## config.mk

```make
export PLATFORM = sky130hd
export DESIGN_NAME = imem_loader_flat
export DESIGN_NICKNAME = d
export VERILOG_FILES = /design/src/rtl/imem_loader_pkg.sv /design/src/rtl/imem_loader_if.sv /design/src/rtl/imem_loader_word_pack.sv /design/src/rtl/imem_loader.sv /design/src/flat_wrapper.sv
export SDC_FILE = /design/constraint.sdc
export NUM_CORES = 1
export LEC_CHECK = 0
export ABC_AREA = 1
export CORE_MARGIN = 4
export CORE_UTILIZATION = 35
export DETAILED_ROUTE_END_ITERATION = 16
export GPL_TIMING_DRIVEN = 0
export RECOVER_POWER = 50
export SLEW_MARGIN = 0
export SYNTH_ARGS = -nofsm -noshare
export SYNTH_HDL_FRONTEND = slang
export SYNTH_SLANG_ARGS = --single-unit
```

## constraint.sdc

```tcl
create_clock -name clk -period 3.25 [get_ports clk]
set_input_delay 0.65 -clock clk [delete_from_list [all_inputs] [get_ports clk]]
set_output_delay 0.65 -clock clk [all_outputs]
set_load 0.005 [all_outputs]
```

## src/rtl/imem_loader_pkg.sv

```systemverilog
// Shared types for the instruction-memory loader: FSM state encoding and word geometry.
// Latency: n/a (types and constants only).
// Backpressure: n/a.
package imem_loader_pkg;

  typedef enum logic [2:0] {
    IDLE,
    LEN_LO,
    LEN_HI,
    DATA,
    CHECK,
    DONE,
    ERROR
  } loader_state_t;

  localparam int LOADER_WORD_BYTES = 4;

  // States in which the loader is mid-frame and takes bytes from the source.
  function automatic logic loader_accepts(loader_state_t s);
    return (s == LEN_LO) || (s == LEN_HI) || (s == DATA) || (s == CHECK);
  endfunction

endpackage

```

## src/rtl/imem_loader_if.sv

```systemverilog
// Byte-stream input and imem write port of the loader, bundled for port connection.
// Latency: n/a (wiring only).
// Backpressure: rx side is valid/ready; the imem write side has none.
// Signals: rx_valid/rx_data/rx_ready (byte stream), imem_wr_en/imem_wr_addr/imem_wr_data (write port).
// master = byte source and memory side, slave = loader side.
interface imem_loader_if #(
  parameter int ADDR_WIDTH = 8
);
  logic                  rx_valid;
  logic [7:0]            rx_data;
  logic                  rx_ready;
  logic                  imem_wr_en;
  logic [ADDR_WIDTH-1:0] imem_wr_addr;
  logic [31:0]           imem_wr_data;

  modport master (
    output rx_valid, rx_data,
    input  rx_ready, imem_wr_en, imem_wr_addr, imem_wr_data
  );

  modport slave (
    input  rx_valid, rx_data,
    output rx_ready, imem_wr_en, imem_wr_addr, imem_wr_data
  );
endinterface

```

## src/rtl/imem_loader_word_pack.sv

```systemverilog
// Packs accepted payload bytes into little-endian 32-bit words.
// Latency: word/word_full are combinational on the 4th byte (word includes that byte).
// Backpressure: none; accepts a byte whenever byte_vld is high.
// Ports: clk, res (sync), clr (restart packing), byte_vld/byte_dat in; word, word_full out.
module imem_loader_word_pack
  import imem_loader_pkg::*;
(
  input  logic        clk,
  input  logic        res,
  input  logic        clr,
  input  logic        byte_vld,
  input  logic [7:0]  byte_dat,
  output logic [31:0] word,
  output logic        word_full
);

  logic [1:0]  idx;
  logic [31:0] acc;

  // Current byte inserted at its lane so the full word is available in the
  // same cycle as the last byte; that keeps the write to one cycle after it.
  always_comb begin
    word = acc;
    word[{idx, 3'b000} +: 8] = byte_dat;
  end

  assign word_full = byte_vld && (idx == 2'(LOADER_WORD_BYTES - 1));

  always_ff @(posedge clk) begin
    if (res || clr) begin
      idx <= 2'd0;
      acc <= 32'd0;
    end else if (byte_vld) begin
      acc <= word;
      idx <= idx + 2'd1;  // wraps to lane 0 after the 4th byte
    end
  end

endmodule

```

## src/rtl/imem_loader.sv

```systemverilog
// Loads a framed program image (LEN_LO, LEN_HI, 4*N payload bytes, XOR CHK) into imem and releases the core.
// Latency: imem write exactly 1 cycle after the 4th byte of each word; done/err 1 cycle after CHK.
// Backpressure: rx_ready high only while mid-frame; the write port is never stalled.
// Ports: clk, res (sync, active high), start; bus (byte stream in, imem write out); core_res_n, done, err.
module imem_loader
  import imem_loader_pkg::*;
#(
  parameter int ADDR_WIDTH  = 8,
  parameter int TIMEOUT_CYC = 1024
) (
  input  logic            clk,
  input  logic            res,
  input  logic            start,
  imem_loader_if.slave    bus,
  output logic            core_res_n,
  output logic            done,
  output logic            err
);

  localparam int CAP_WORDS = 2 ** (ADDR_WIDTH - 2);
  localparam int TW        = $clog2(TIMEOUT_CYC + 1);

  loader_state_t state;
  logic [7:0]    len_lo;
  logic [15:0]   len;
  logic [15:0]   word_idx;
  logic [7:0]    checksum;
  logic [TW-1:0] idle_cnt;

  logic        active;
  logic        hs;
  logic        begin_load;
  logic [15:0] len_n;
  logic [31:0] word;
  logic        word_full;

  assign active     = loader_accepts(state);
  assign bus.rx_ready = active;
  assign hs         = bus.rx_valid && active;
  // start is only honoured outside a frame, so a timeout always wins over it.
  assign begin_load = start && ((state == IDLE) || (state == DONE) || (state == ERROR));
  assign len_n      = {bus.rx_data, len_lo};

  imem_loader_word_pack u_pack (
    .clk       (clk),
    .res       (res),
    .clr       (begin_load),
    .byte_vld  (hs && (state == DATA)),
    .byte_dat  (bus.rx_data),
    .word      (word),
    .word_full (word_full)
  );

  always_ff @(posedge clk) begin
    if (res) begin
      state            <= IDLE;
      len_lo           <= 8'd0;
      len              <= 16'd0;
      word_idx         <= 16'd0;
      checksum         <= 8'd0;
      idle_cnt         <= '0;
      bus.imem_wr_en   <= 1'b0;
      bus.imem_wr_addr <= '0;
      bus.imem_wr_data <= 32'd0;
      core_res_n       <= 1'b0;
      done             <= 1'b0;
      err              <= 1'b0;
    end else begin
      bus.imem_wr_en <= 1'b0;
      if (begin_load) begin
        state      <= LEN_LO;
        done       <= 1'b0;
        err        <= 1'b0;
        core_res_n <= 1'b0;
        checksum   <= 8'd0;
        word_idx   <= 16'd0;
        idle_cnt   <= '0;
      end else if (active) begin
        if (!hs) begin
          if (idle_cnt == TW'(TIMEOUT_CYC - 1)) begin
            state    <= ERROR;
            err      <= 1'b1;
            idle_cnt <= '0;
          end else begin
            idle_cnt <= idle_cnt + 1'b1;
          end
        end else begin
          idle_cnt <= '0;
          case (state)
            LEN_LO: begin
              len_lo <= bus.rx_data;
              state  <= LEN_HI;
            end
            LEN_HI: begin
              len <= len_n;
              if (32'(len_n) > CAP_WORDS) begin
                state <= ERROR;
                err   <= 1'b1;
              end else if (len_n == 16'd0) begin
                state <= CHECK;
              end else begin
                state <= DATA;
              end
            end
            DATA: begin
              checksum <= checksum ^ bus.rx_data;
              if (word_full) begin
                bus.imem_wr_en   <= 1'b1;
                bus.imem_wr_addr <= {word_idx[ADDR_WIDTH-3:0], 2'b00};
                bus.imem_wr_data <= word;
                word_idx         <= word_idx + 16'd1;
                if (word_idx + 16'd1 == len) state <= CHECK;
              end
            end
            CHECK: begin
              if (bus.rx_data == checksum) begin
                state      <= DONE;
                done       <= 1'b1;
                core_res_n <= 1'b1;
              end else begin
                state <= ERROR;
                err   <= 1'b1;
              end
            end
            default: ;
          endcase
        end
      end
    end
  end

endmodule

```

## src/flat_wrapper.sv

```systemverilog
// flat-port wrapper written by rule: the top's interface ports become plain ports
module imem_loader_flat import imem_loader_pkg::*;
#(
  parameter int ADDR_WIDTH  = 8,
  parameter int TIMEOUT_CYC = 1024
)
  (clk, res, start, core_res_n, done, err, bus_rx_valid, bus_rx_data, bus_rx_ready, bus_imem_wr_en, bus_imem_wr_addr, bus_imem_wr_data);
  imem_loader_if #(.ADDR_WIDTH(ADDR_WIDTH)) bus_i ();
  input  logic clk;
  input  logic res;
  input  logic start;
  output logic core_res_n;
  output logic done;
  output logic err;
  input wire logic [$bits(bus_i.rx_valid)-1:0] bus_rx_valid;
  input wire logic [$bits(bus_i.rx_data)-1:0] bus_rx_data;
  output wire logic [$bits(bus_i.rx_ready)-1:0] bus_rx_ready;
  output wire logic [$bits(bus_i.imem_wr_en)-1:0] bus_imem_wr_en;
  output wire logic [$bits(bus_i.imem_wr_addr)-1:0] bus_imem_wr_addr;
  output wire logic [$bits(bus_i.imem_wr_data)-1:0] bus_imem_wr_data;
  assign bus_i.rx_valid = bus_rx_valid;
  assign bus_i.rx_data = bus_rx_data;
  assign bus_rx_ready = bus_i.rx_ready;
  assign bus_imem_wr_en = bus_i.imem_wr_en;
  assign bus_imem_wr_addr = bus_i.imem_wr_addr;
  assign bus_imem_wr_data = bus_i.imem_wr_data;
  imem_loader #(.ADDR_WIDTH(ADDR_WIDTH), .TIMEOUT_CYC(TIMEOUT_CYC)) u_core (.clk(clk), .res(res), .start(start), .bus(bus_i), .core_res_n(core_res_n), .done(done), .err(err));
endmodule
```

=== After elaboration in Yosys (flattened, before gate mapping) ===
Index checks and enable logic that the tools add are counted.

* Bits in registers: 137
* Bits in latches: 0
* Word-level logic and storage cells: 90
* Output and inout port bits: 45
* ROM bits: 0
* Memories: 0
* Memory bits (writable): 0
* Input bits: 12

* $add $sub $neg: 4
* Divide/modulo/power cells: 0
* Order comparisons: 1
* Multipliers: 0
* Bitwise logic cells: 5
* Equality and inequality tests: 19
* Mux-type cells: 19
* Shift operators: 2
* Reductions and logical operators: 26

{| class="wikitable"
|+ Operator list
! cell !! number
|-
| $bwmux W32 || 1
|-
| $shift A8 B7 Y32 const A || 1
|-
| $shiftx A8 B7 Y32 || 1
|-
| $mux W11 || 2
|-
| $reduce_and A5 Y1 || 4
|-
| $mux W3 || 6
|-
| $add A16 B1 Y16 const B || 1
|-
| $eq A16 B16 Y1 || 1
|-
| $gt A16 B7 Y1 const B || 1
|-
| $logic_not A16 Y1 || 1
|-
| $reduce_and A4 Y1 || 4
|-
| $ne A3 B3 Y1 const B || 5
|-
| $pmux W3 S4 || 1
|-
| $add A11 B1 Y11 const B || 1
|-
| $eq A11 B10 Y1 const B || 1
|-
| $eq A3 B3 Y1 const B || 3
|-
| $eq A8 B8 Y1 || 1
|-
| $ne A4 B4 Y1 const B || 2
|-
| $xor A8 B8 Y8 || 1
|-
| $mux W1 || 7
|-
| $neg A5 Y7 || 1
|-
| $eq A3 B2 Y1 const B || 2
|-
| $logic_or A1 B1 Y1 || 6
|-
| $ne A6 B6 Y1 const B || 1
|-
| other kinds (14) || 21
|}

=== Logic depth before layout (Yosys ltp) ===
Gate-level depths: netlist (run 1).

* Depth after elaboration: 12
* Gate-level depth with buffers: 17
* Mapped depth without buffers: 17

=== Cells and area by module ===
A second synthesis (run 1) with hierarchy kept.

* Cells, all modules: 994
* Area total of the unflattened synthesis: 6765.2 um^2

{| class="wikitable"
|+ By module, submodules not included
! module !! seq. area each (um^2) !! times used !! area an instance (um^2) !! cells each
|-
| imem_loader || 2062.0 || 1 || 4717.0 || 654
|-
| imem_loader_word_pack || 680.7 || 1 || 2048.2 || 340
|}

=== Worst setup path before layout (run 1) ===
No wires, ideal clock.

* Path type: reg2reg
* From: register u_core.u_pack.idx[0]
* To: register u_core.u_pack.acc[24]
* Period minus slack after synthesis: 2389 ps
* Required time: 3180 ps
* Library setup time: 70 ps
* Setup slack: 861 ps
* Buffers on the path: 2
* Stages on the path, launching flop included: 10
* Arrival time: 2320 ps
* Cells stage by stage: dfxtp_1 > clkbuf_1 > buf_1 > inv_1 > ha_1 > nor3_1 > inv_1 > o21ai_0 > nand2_1 > a21oi_1

* Longest elaborated chain between the ends: 3
* Elaborated cells on any way between the ends: 4
* Classes of those cells: add/sub (1); shift (2); mux (1)

{| class="wikitable"
|+ Ends and longest elaborated chain
! element !! RTL line !! source
|-
| start, declared || imem_loader_word_pack.sv:17 || <nowiki>logic [1:0] idx;</nowiki>
|-
| start signal, assigned || imem_loader_word_pack.sv:35 || <nowiki>idx <= idx + 2'd1;</nowiki>
|-
| $neg A5 Y7 (*) || imem_loader_word_pack.sv:24 || <nowiki>word[{idx, 3'b000} +: 8] = byte_dat;</nowiki>
|-
| $shiftx A8 B7 Y32 or $shift A8 B7 Y32 (tied branches) || imem_loader_word_pack.sv:24 ||
|-
| $bwmux W32 (*) || imem_loader_word_pack.sv:24 ||
|-
| end signal, assigned || imem_loader_word_pack.sv:34 || <nowiki>acc <= word;</nowiki>
|-
| end, declared || imem_loader_word_pack.sv:18 || <nowiki>logic [31:0] acc;</nowiki>
|}

Every way passes the cells marked *; elsewhere a longest branch is shown, timed or not.
A chain may end at the register's enable or synchronous reset.

=== Worst setup path in the final report (run 1) ===
Same ends and word-level chain as after synthesis.

==> results.toml, run 1 <==
[status]
status = "finished, final reports clean"

[finish]
layoutNonFillerInstCount = 1115
layout.nets = 902
drive_gt1_frac = 0.06145
area_growth_pct = 23.59
layout_common_cells = "dfxtp_1 (130), nand2_1 (128), a21oi_1 (121), o21ai_0 (93), inv_1 (75)"
antenna_cells = 0
fin_area_sq_um = 7361
utilization = 0.4423
layout_commonest_cell = "dfxtp_1"

[floorplanning]
rows = 47
dieArea_sq_um = 19170
fp.dieW_microns = 138.4
core-area_sq_um = 16640
initial_core_util = 0.3579
ios = 57
die_y_microns = 138.4

[hold_path]
min_path_cells = 2
min_path_type = "reg2reg"
holdPathEnd = "u_core.err"
hold_path_startpoint = "u_core.err"

[grt]
antenna_found_initial = 0
grt_max_degree = 17
grt_remaining_overflow = 0
grt_use_met2 = 0.2991
busiest_layer = "met2"
use_met1 = 0.2361
grt_pass1_vias = 5545
grtUsageTotal = 0.1789
grt_pass1_wl_microns = 28060
grt_use_met3 = 0.03833

[placed_design]
dpl-instance-area_sq_um = 6765
numPortBuffers = 53
post-dp-hpwl_microns = 12180
gp_congestion = 0.8967
pre_cts_ws_ns = 0.1285
placed_cells = 1084

[critical_path]
critPathLaunchType = "flip-flop"
crit_top_cell = "inv_1"
cpPeakStageDelay_ns = 0.46
cp_max_fo = 10
reg2reg_depth = 9
r2r_end = "u_core.u_pack.acc[24]"
crit_chain = "clkbuf_1 > buf_1 > inv_1 > ha_1 > nor3_2 > inv_1 > o21ai_0 > nand2_1 > a21oi_1"
worstPathArrival_ns = 3.33
required_ns = 3.60
crit_type = "reg2reg"
rrSetupSlack_ns = 0.28
cp-end-kind = "flip-flop"
r2r_start = "u_core.u_pack.idx[0]"
cpMaxStageDelayCell = "nor3_2"

[logic_synthesis]
netlist_area_sq_um = 5956
synth_edf_count = 0
synthArstFlopShare = 0
synth_cell_types = 41
synth.area.top_cells = "dfxtp_1 (44%), a21oi_1 (10%), nand2_1 (8.1%), o21ai_0 (7.8%), inv_1 (4.6%)"
syn_inst = 810
yosys_warnings = 0
yosys.area.top_type = "dfxtp_1"
ys.flop_type = "dfxtp_1"
synth_top_area_frac = 0.4370
syn_avg_cell_area_sq_um = 7.353
synth_seq_cells = 130
yosysSeqAreaShare = 0.4370

[power_and_ir_drop]
clkPwrFrac = 0.520
pwr-share-comb = 0.050
power.total_mw = 3.763
p_per_area_nw_per_um2 = 511.2
switching_share = 0.2225
seqPwrFrac = 0.431
peakVddDrop_v = 0.0003094
p_leak_nw = 2.910
p_switching_mw = 0.8371
intPower_mw = 2.926

[timing]
slew_viol_final = 0
finalHoldViolations = 0
worstMarginPinSlew_ns = 0.8280
period_share = 0.9146
period_needed_ns = 2.972
setup_violations = 0
tns_ns = 0
rsz0062_at_grt = "false"
fin_hold_ws_ns = 0.4471
max_freq_mhz = 336.4
fin_ws_ns = 0.2776
clock_skew_ns = 0.01888
maxSlewHeadroom = 0.4460

[cts]
clock-root-buffer = "clkbuf_16"
insertion_delay_ns = 0.42
cts_htree_levels = 4
cts_tree = "yes"
clkTransAtPathRegs_ns = 0.06
cts_buffers = 17
cts_hold_buf = 0
cts.path.max_buffers = 2
cts_sinks = 130

[detailed_routing]
drt_iter0_drc = 400
viasPerCell = 5.001
route.detailed.drc = 0
wirelength_microns = 16660
antenna_left = 0
route.vias.total = 5576
wl_per_cell_microns = 14.94
first_pass_iters = 5

[flow_run]
cap_violations = 0
## critical path, delay by kind of cell (launching register included)
kind	cells	cell delay (ns)
buf+inv	4	1.00
compound gates	2	0.59
simple gates	2	0.56
fa+ha+maj	1	0.39
flops	1	0.36
## cell families (layout without fill, tap and decap cells)
| kind of cell | count (synthesis) | count (layout) | synth area share |
|---|---|---|---|
| DFF | 130 | 130 | 0.4370 |
| and+or+nand+nor | 287 | 287 | 0.2147 |
| adders and majority gates | 7 | 7 | 0.01471 |
| other | 1 | 2 | 0.0006296 |
| xor gates and xnor gates | 15 | 15 | 0.02668 |
| AOI/OAI and AO/OA | 247 | 247 | 0.2244 |
| buffers and inverters | 123 | 207 | 0.08193 |
## Yosys cell counts, drive strengths merged, types with 2 or more instances
master  count
o211ai      2
a211oi      5
nand3b      2
xor2       12
nand4      20
clkbuf     27
dfxtp     130
nand2     130
ha          7
nor4        2
nor3b       2
a32oi       3
nor2       73
o21ai      93
xnor3       2
nor3       24
a21oi     121
buf        15
a22oi      15
inv        78
clkinv      3
nand3      33
o21a        2
## state kept, by name, summed over array words and instances (netlist names)
| register | count |
|---|---|
| u_core.bus.imem_wr_en | 1 |
| u_core.done | 1 |
| u_core.bus.imem_wr_addr | 6 |
| u_core.u_pack.idx | 2 |
| u_core.idle_cnt | 11 |
| u_core.checksum | 8 |
| u_core.len_lo | 8 |
| u_core.bus.imem_wr_data | 32 |
| u_core.state | 3 |
| u_core.u_pack.acc | 25 |
| u_core.len | 16 |
| u_core.err | 1 |
| u_core.word_idx | 16 |
## how the worst max path moves through the flow
stage	startpoint	endpoint	slack (ns)	cells after the start
floorplan	u_core.u_pack.idx[0]	u_core.u_pack.acc[24]	0.86	9
global placement	u_core.u_pack.idx[0]	u_core.u_pack.acc[24]	0.18	9
detailed placement	u_core.u_pack.idx[0]	u_core.u_pack.acc[24]	0.13	9
CTS	u_core.u_pack.idx[0]	u_core.u_pack.acc[24]	0.09	9
global route	u_core.u_pack.idx[0]	u_core.u_pack.acc[15]	0.04	10
finish	u_core.u_pack.idx[0]	u_core.u_pack.acc[24]	0.28	9
## layout make-up
class	count	area (sq um)
Buffer	42	176.4
Clock buffer	22	474.2
Clock inverter	9	130.1
Fill cell	1665	9281
Inverter	81	304.0
Multi-Input combinational cell	558	2868
Sequential cell	130	2603
Tap cell	220	275.3
Timing Repair Buffer	53	530.5
## power groups by stage
stage / sequential [mW] / clock (mW) / combinational [mW]
floorplan: 1.65 / 0 / 0.116
global placement: 1.65 / 0 / 0.187
detailed placement: 1.65 / 0 / 0.188
CTS: 1.62 / 1.99 / 0.189
global route: 1.62 / 2.06 / 0.209
finish: 1.62 / 1.96 / 0.186
## layer usage
metal  vias to the layer above  part of all wire
met5                         -                 0
met4                         0             0.015
met3                        16             0.035
met2                        98              0.47
met1                      2577              0.48
li1                       2885                 -
## timing repair
item	in CTS	in global routing
setup buffers	0	0
endpoints found under the setup margin	0	12
resized for setup	0	2
(Power assumes the default switching activity.)
==> inputs of run 2 (changes only) <==
==> constraint.sdc (replaced) <==
create_clock -name clk -period 3.25 [get_ports clk]
set_input_delay 0.975 -clock clk [delete_from_list [all_inputs] [get_ports clk]]
set_output_delay 0.975 -clock clk [all_outputs]
set_load 0.005 [all_outputs]
==> run 2 against run 1 <==
  * Non-clock buffer count unchanged
  * Via count increased by 0.34%
  * Sequential share of layout area is essentially flat
  * Register-to-register slack gained 0.03 ns
  * Clock power about the same
  * Sequential cell count unchanged
==> results.toml, run 2 (synthesis results as in run 1) <==
[cts]
cts_sinks = 130
postCtsSetupRepairBufs = 0
cts_tree = "yes"
cts_htree_levels = 4
clock-root-buffer = "clkbuf_16"
clkTransAtPathRegs_ns = 0.06
cts_hold_buf = 0
cts.path.max_buffers = 2
cts_buffers = 17
insertion_delay_ns = 0.43

[critical_path]
worstPathArrival_ns = 2.09
cpMaxStageDelayCell = "clkdlybuf4s50_1"
crit_buf_inv = 3
critPathLaunchType = "flip-flop"
crit_chain = "inv_2 > nor3_2 > nor2_4 > inv_2 > clkdlybuf4s50_1"
crit_family = "buffers and inverters"
cp_max_fo = 10
cp-end-kind = "output pin"
crit_type = "reg2out"
cpPeakStageDelay_ns = 0.53
crit_top_cell = "inv_2"
required_ns = 2.27

[timing]
fin_ws_ns = 0.1894
fin_hold_ws_ns = 0.4474
rsz0062_at_grt = "false"
tns_ns = 0
period_share = 0.9417
finalHoldViolations = 0
period_needed_ns = 3.061
maxSlewHeadroom = 0.5576
slew_viol_final = 0
worstMarginPinSlew_ns = 0.6636
clock_skew_ns = 0.01988
max_freq_mhz = 326.7
setup_violations = 0

[placed_design]
pre_cts_ws_ns = -0.07353
gp_congestion = 0.8967
post-dp-hpwl_microns = 12180
numPortBuffers = 53

[flow_run]
cap_violations = 0

[power_and_ir_drop]
p_leak_nw = 2.908
peakVddDrop_v = 0.0003130
power.total_mw = 3.769
p_per_area_nw_per_um2 = 511.6

[finish]
antenna_cells = 0
layout_commonest_cell = "dfxtp_1"
area_growth_pct = 23.70
drive_gt1_frac = 0.06592
regMostFlops = "u_core.bus.imem_wr_data"
largest_register_ffs = 32
layout.nets = 902
utilization = 0.4427
top_regs = "u_core.bus.imem_wr_data x32, u_core.u_pack.acc x25"
layout_common_cells = "dfxtp_1 (130), nand2_1 (128), a21oi_1 (120), o21ai_0 (93), inv_1 (73)"

[detailed_routing]
first_pass_iters = 5
route.vias.total = 5595
antenna_left = 0
viasPerCell = 5.018
wl_per_cell_microns = 14.96
drt_iter0_drc = 402
route.detailed.drc = 0
wirelength_microns = 16680

[grt]
grt_pass1_vias = 5545
grt_remaining_overflow = 0
grt_max_degree = 17
grtUsageTotal = 0.1789
grt_pass1_wl_microns = 28060
antenna_found_initial = 0

[floorplanning]
die_y_microns = 138.4
rows = 47
ios = 57
fp.dieW_microns = 138.4
core-area_sq_um = 16640
initial_core_util = 0.3579
dieArea_sq_um = 19170

[status]
status = "finished, final reports clean"

[hold_path]
min_path_type = "reg2reg"
## run 2: cell count changes in the layout (fill, tap and decap cells not counted)
cell,delta
nor2_1,-1
inv_2,+2
a21oi_2,+1
inv_1,-2
a21oi_1,-1
nor2_2,+1
## run 2: final timing paths
path / start / endpoint / slack (ns) / cells after the start
worst min-delay path: u_core.idle_cnt[10] / u_core.idle_cnt[10] / 0.45 / 2
worst max-delay path: u_core.state[2] / bus_rx_ready / 0.19 / 5
worst max register to register: u_core.u_pack.idx[0] / u_core.u_pack.acc[24] / 0.31 / 9
worst min register to register: u_core.idle_cnt[10] / u_core.idle_cnt[10] / 0.45 / 2
## run 2: report_power, final
part | internal (mW) | switching (mW)
sequential | 1.61 | 0.0125
clock | 1.26 | 0.702
combinational | 0.0584 | 0.129
## run 2: area by class of cell
| cell class | count | area [sq um] |
|---|---|---|
| fill | 1664 | 9275 |
| inverter | 81 | 304.0 |
| clock buffer | 22 | 474.2 |
| sequential | 130 | 2603 |
| tap | 220 | 275.3 |
| buffer | 42 | 176.4 |
| multi-input combinational | 558 | 2874 |
| timing repair buffer | 53 | 530.5 |
| clock inverter | 9 | 130.1 |
## run 2: what timing repair did
action / 4_1_cts / 5_1_grt
endpoints found under the setup margin: 0 / 12
resized for setup: 0 / 2
hold endpoints to repair: 0 / 0
## run 2: stage by stage
step / instance area [sq um] / cells
4_1_cts: 7370 / 1115
6_report: 7367 / 1115
5_1_grt: 7367 / 1115
2_1_floorplan: 5959 / 811
3_3_place_gp: 6765 / 1084
3_5_place_dp: 6765 / 1084
## run 2: worst reg2reg max path: cells and delay by family (launching register included)
family / cells / cell delay [ns]
AO/OA/AOI/OAI: 2 / 0.58
adder cells (fa/ha/maj): 1 / 0.39
buffers and inverters: 4 / 0.98
flip-flops: 1 / 0.36
AND/OR/NAND/NOR: 2 / 0.56
## run 2: metal layers
metal,wire length [microns],global-route usage
met5,0,0
met4,184,0.04628
met3,578,0.03833
met2,7867,0.2991
met1,8049,0.2361
==> inputs of run 3 (changes only) <==
- PLACE_DENSITY: default -> 0.62
==> run 3 against run 2 <==
  * Cell count hardly changed
  * Global-route usage is 0.11 points lower
  * Sequential cell count stayed put
  * Worst hold slack better by 0.0037 ns
  * Sequential share of layout area is 0.28 points lower
  * Via count is 0.84% higher
  * Largest cell class unchanged
  * Highest routed layer unchanged
==> results.toml, run 3 (synthesis results as in run 1) <==
[status]
status = "finished, final reports clean"

[placed_design]
dpl-instance-area_sq_um = 6765
pre_cts_ws_ns = -0.02186
post-dp-hpwl_microns = 12160
numPortBuffers = 53
gp_congestion = 0.8881

[critical_path]
required_ns = 2.27
crit_type = "reg2out"
cp-end-kind = "output pin"
cp_max_fo = 10
worstPathArrival_ns = 2.10
critPathLaunchType = "flip-flop"

[detailed_routing]
first_pass_iters = 6
antenna_left = 0
route.vias.total = 5642
route.detailed.drc = 0
drt_iter0_drc = 336
wirelength_microns = 16980
viasPerCell = 5.056
wl_per_cell_microns = 15.21

[power_and_ir_drop]
peakVddDrop_v = 0.0003560
p_leak_nw = 2.943
p_per_area_nw_per_um2 = 532.7

[cts]
cts.path.max_buffers = 2
postCtsSetupRepairBufs = 0
cts_buffers = 17
cts_tree = "yes"
clkTransAtPathRegs_ns = 0.05
cts_hold_buf = 0
insertion_delay_ns = 0.43
clock-root-buffer = "clkbuf_16"
cts_htree_levels = 4
cts_sinks = 130

[finish]
regMostFlops = "u_core.bus.imem_wr_data"
largest_register_ffs = 32
nFillCells = 1683
fin_area_sq_um = 7426
layout.nets = 902
antenna_cells = 0
layout_commonest_cell = "dfxtp_1"
top_regs = "u_core.bus.imem_wr_data x32, u_core.u_pack.acc x25"
layout_common_cells = "dfxtp_1 (130), nand2_1 (128), a21oi_1 (120), o21ai_0 (93), inv_1 (73)"
drive_gt1_frac = 0.06696
area_growth_pct = 24.68

[floorplanning]
fp.dieW_microns = 138.4
die_y_microns = 138.4
dieArea_sq_um = 19170
core-area_sq_um = 16640
rows = 47
ios = 57
initial_core_util = 0.3579

[timing]
clock_skew_ns = 0.01592
fin_ws_ns = 0.1715
worstMarginPinSlew_ns = 0.6286
period_share = 0.9472
maxSlewHeadroom = 0.5810
slew_viol_final = 0
setup_violations = 0
finalHoldViolations = 0
max_freq_mhz = 324.8
rsz0062_at_grt = "false"
period_needed_ns = 3.078

[grt]
grtUsageTotal = 0.1778
grt_max_degree = 17
grt_pass1_wl_microns = 27830
grt_pass1_vias = 5432
antenna_found_initial = 0
grt_remaining_overflow = 0

[flow_run]
cap_violations = 0

[hold_path]
min_path_type = "reg2reg"
run 3: through the flow:
step	hold slack (ns)	util	setup TNS (ns)	power, mW	std cells
floorplan	0.4210	-	0	1.768	811
global placement	0.4451	0.4065	-1.580	1.841	1084
detailed placement	0.4402	0.4065	-0.1389	1.842	1084
CTS	0.4549	0.4464	0	3.980	1116
global route	0.4680	0.4462	0	4.073	1116
finish	0.4511	0.4462	0	3.955	1116
run 3: worst max-delay path, stage by stage (launching register included):
cell and delay [ns]:
dfxtp_1 0.46, inv_2 0.08, nor3_2 0.31, nor2_4 0.14, inv_2 0.18, clkdlybuf4s50_1 0.53
run 3: path summary, 6_finish.rpt:
path	start	endpoint	slack (ns)	depth (start not counted)
setup reg to reg	u_core.u_pack.idx[0]	u_core.u_pack.acc[24]	0.40	9
setup / recovery	u_core.state[2]	bus_rx_ready	0.17	5
hold reg to reg	u_core.err	u_core.err	0.45	2
hold / removal	u_core.err	u_core.err	0.45	2
run 3: area by class of cell:
cell class	count	area (sq um)	area share
Inverter	81	304.0	0.04094
Clock buffer	23	488.0	0.06571
Tap cell	220	275.3	0.03707
Sequential cell	130	2603	0.3505
Clock inverter	9	175.2	0.02359
Buffer	42	176.4	0.02376
Timing Repair Buffer	53	530.5	0.07144
Multi-Input combinational cell	558	2874	0.3870
run 3: what timing repair did:
| item | in CTS | in global routing |
|---|---|---|
| endpoints found under the setup margin | 0 | 5 |
| gates resized for setup | 0 | 2 |
| endpoints found under the hold margin | 0 | 0 |
run 3: metal layers:
layer / GRT usage / share of wire / routed length, microns
met1: 0.2275 / 0.46 / 7848
met4: 0.06240 / 0.021 / 354
met5: 0 / 0 / 0
met2: 0.2955 / 0.47 / 7946
met3: 0.04075 / 0.049 / 827
run 3: report_power, final:
group | internal, mW | switching (mW)
clock | 1.44 | 0.707
combinational | 0.0584 | 0.129
sequential | 1.61 | 0.0122
total | 3.11 | 0.848
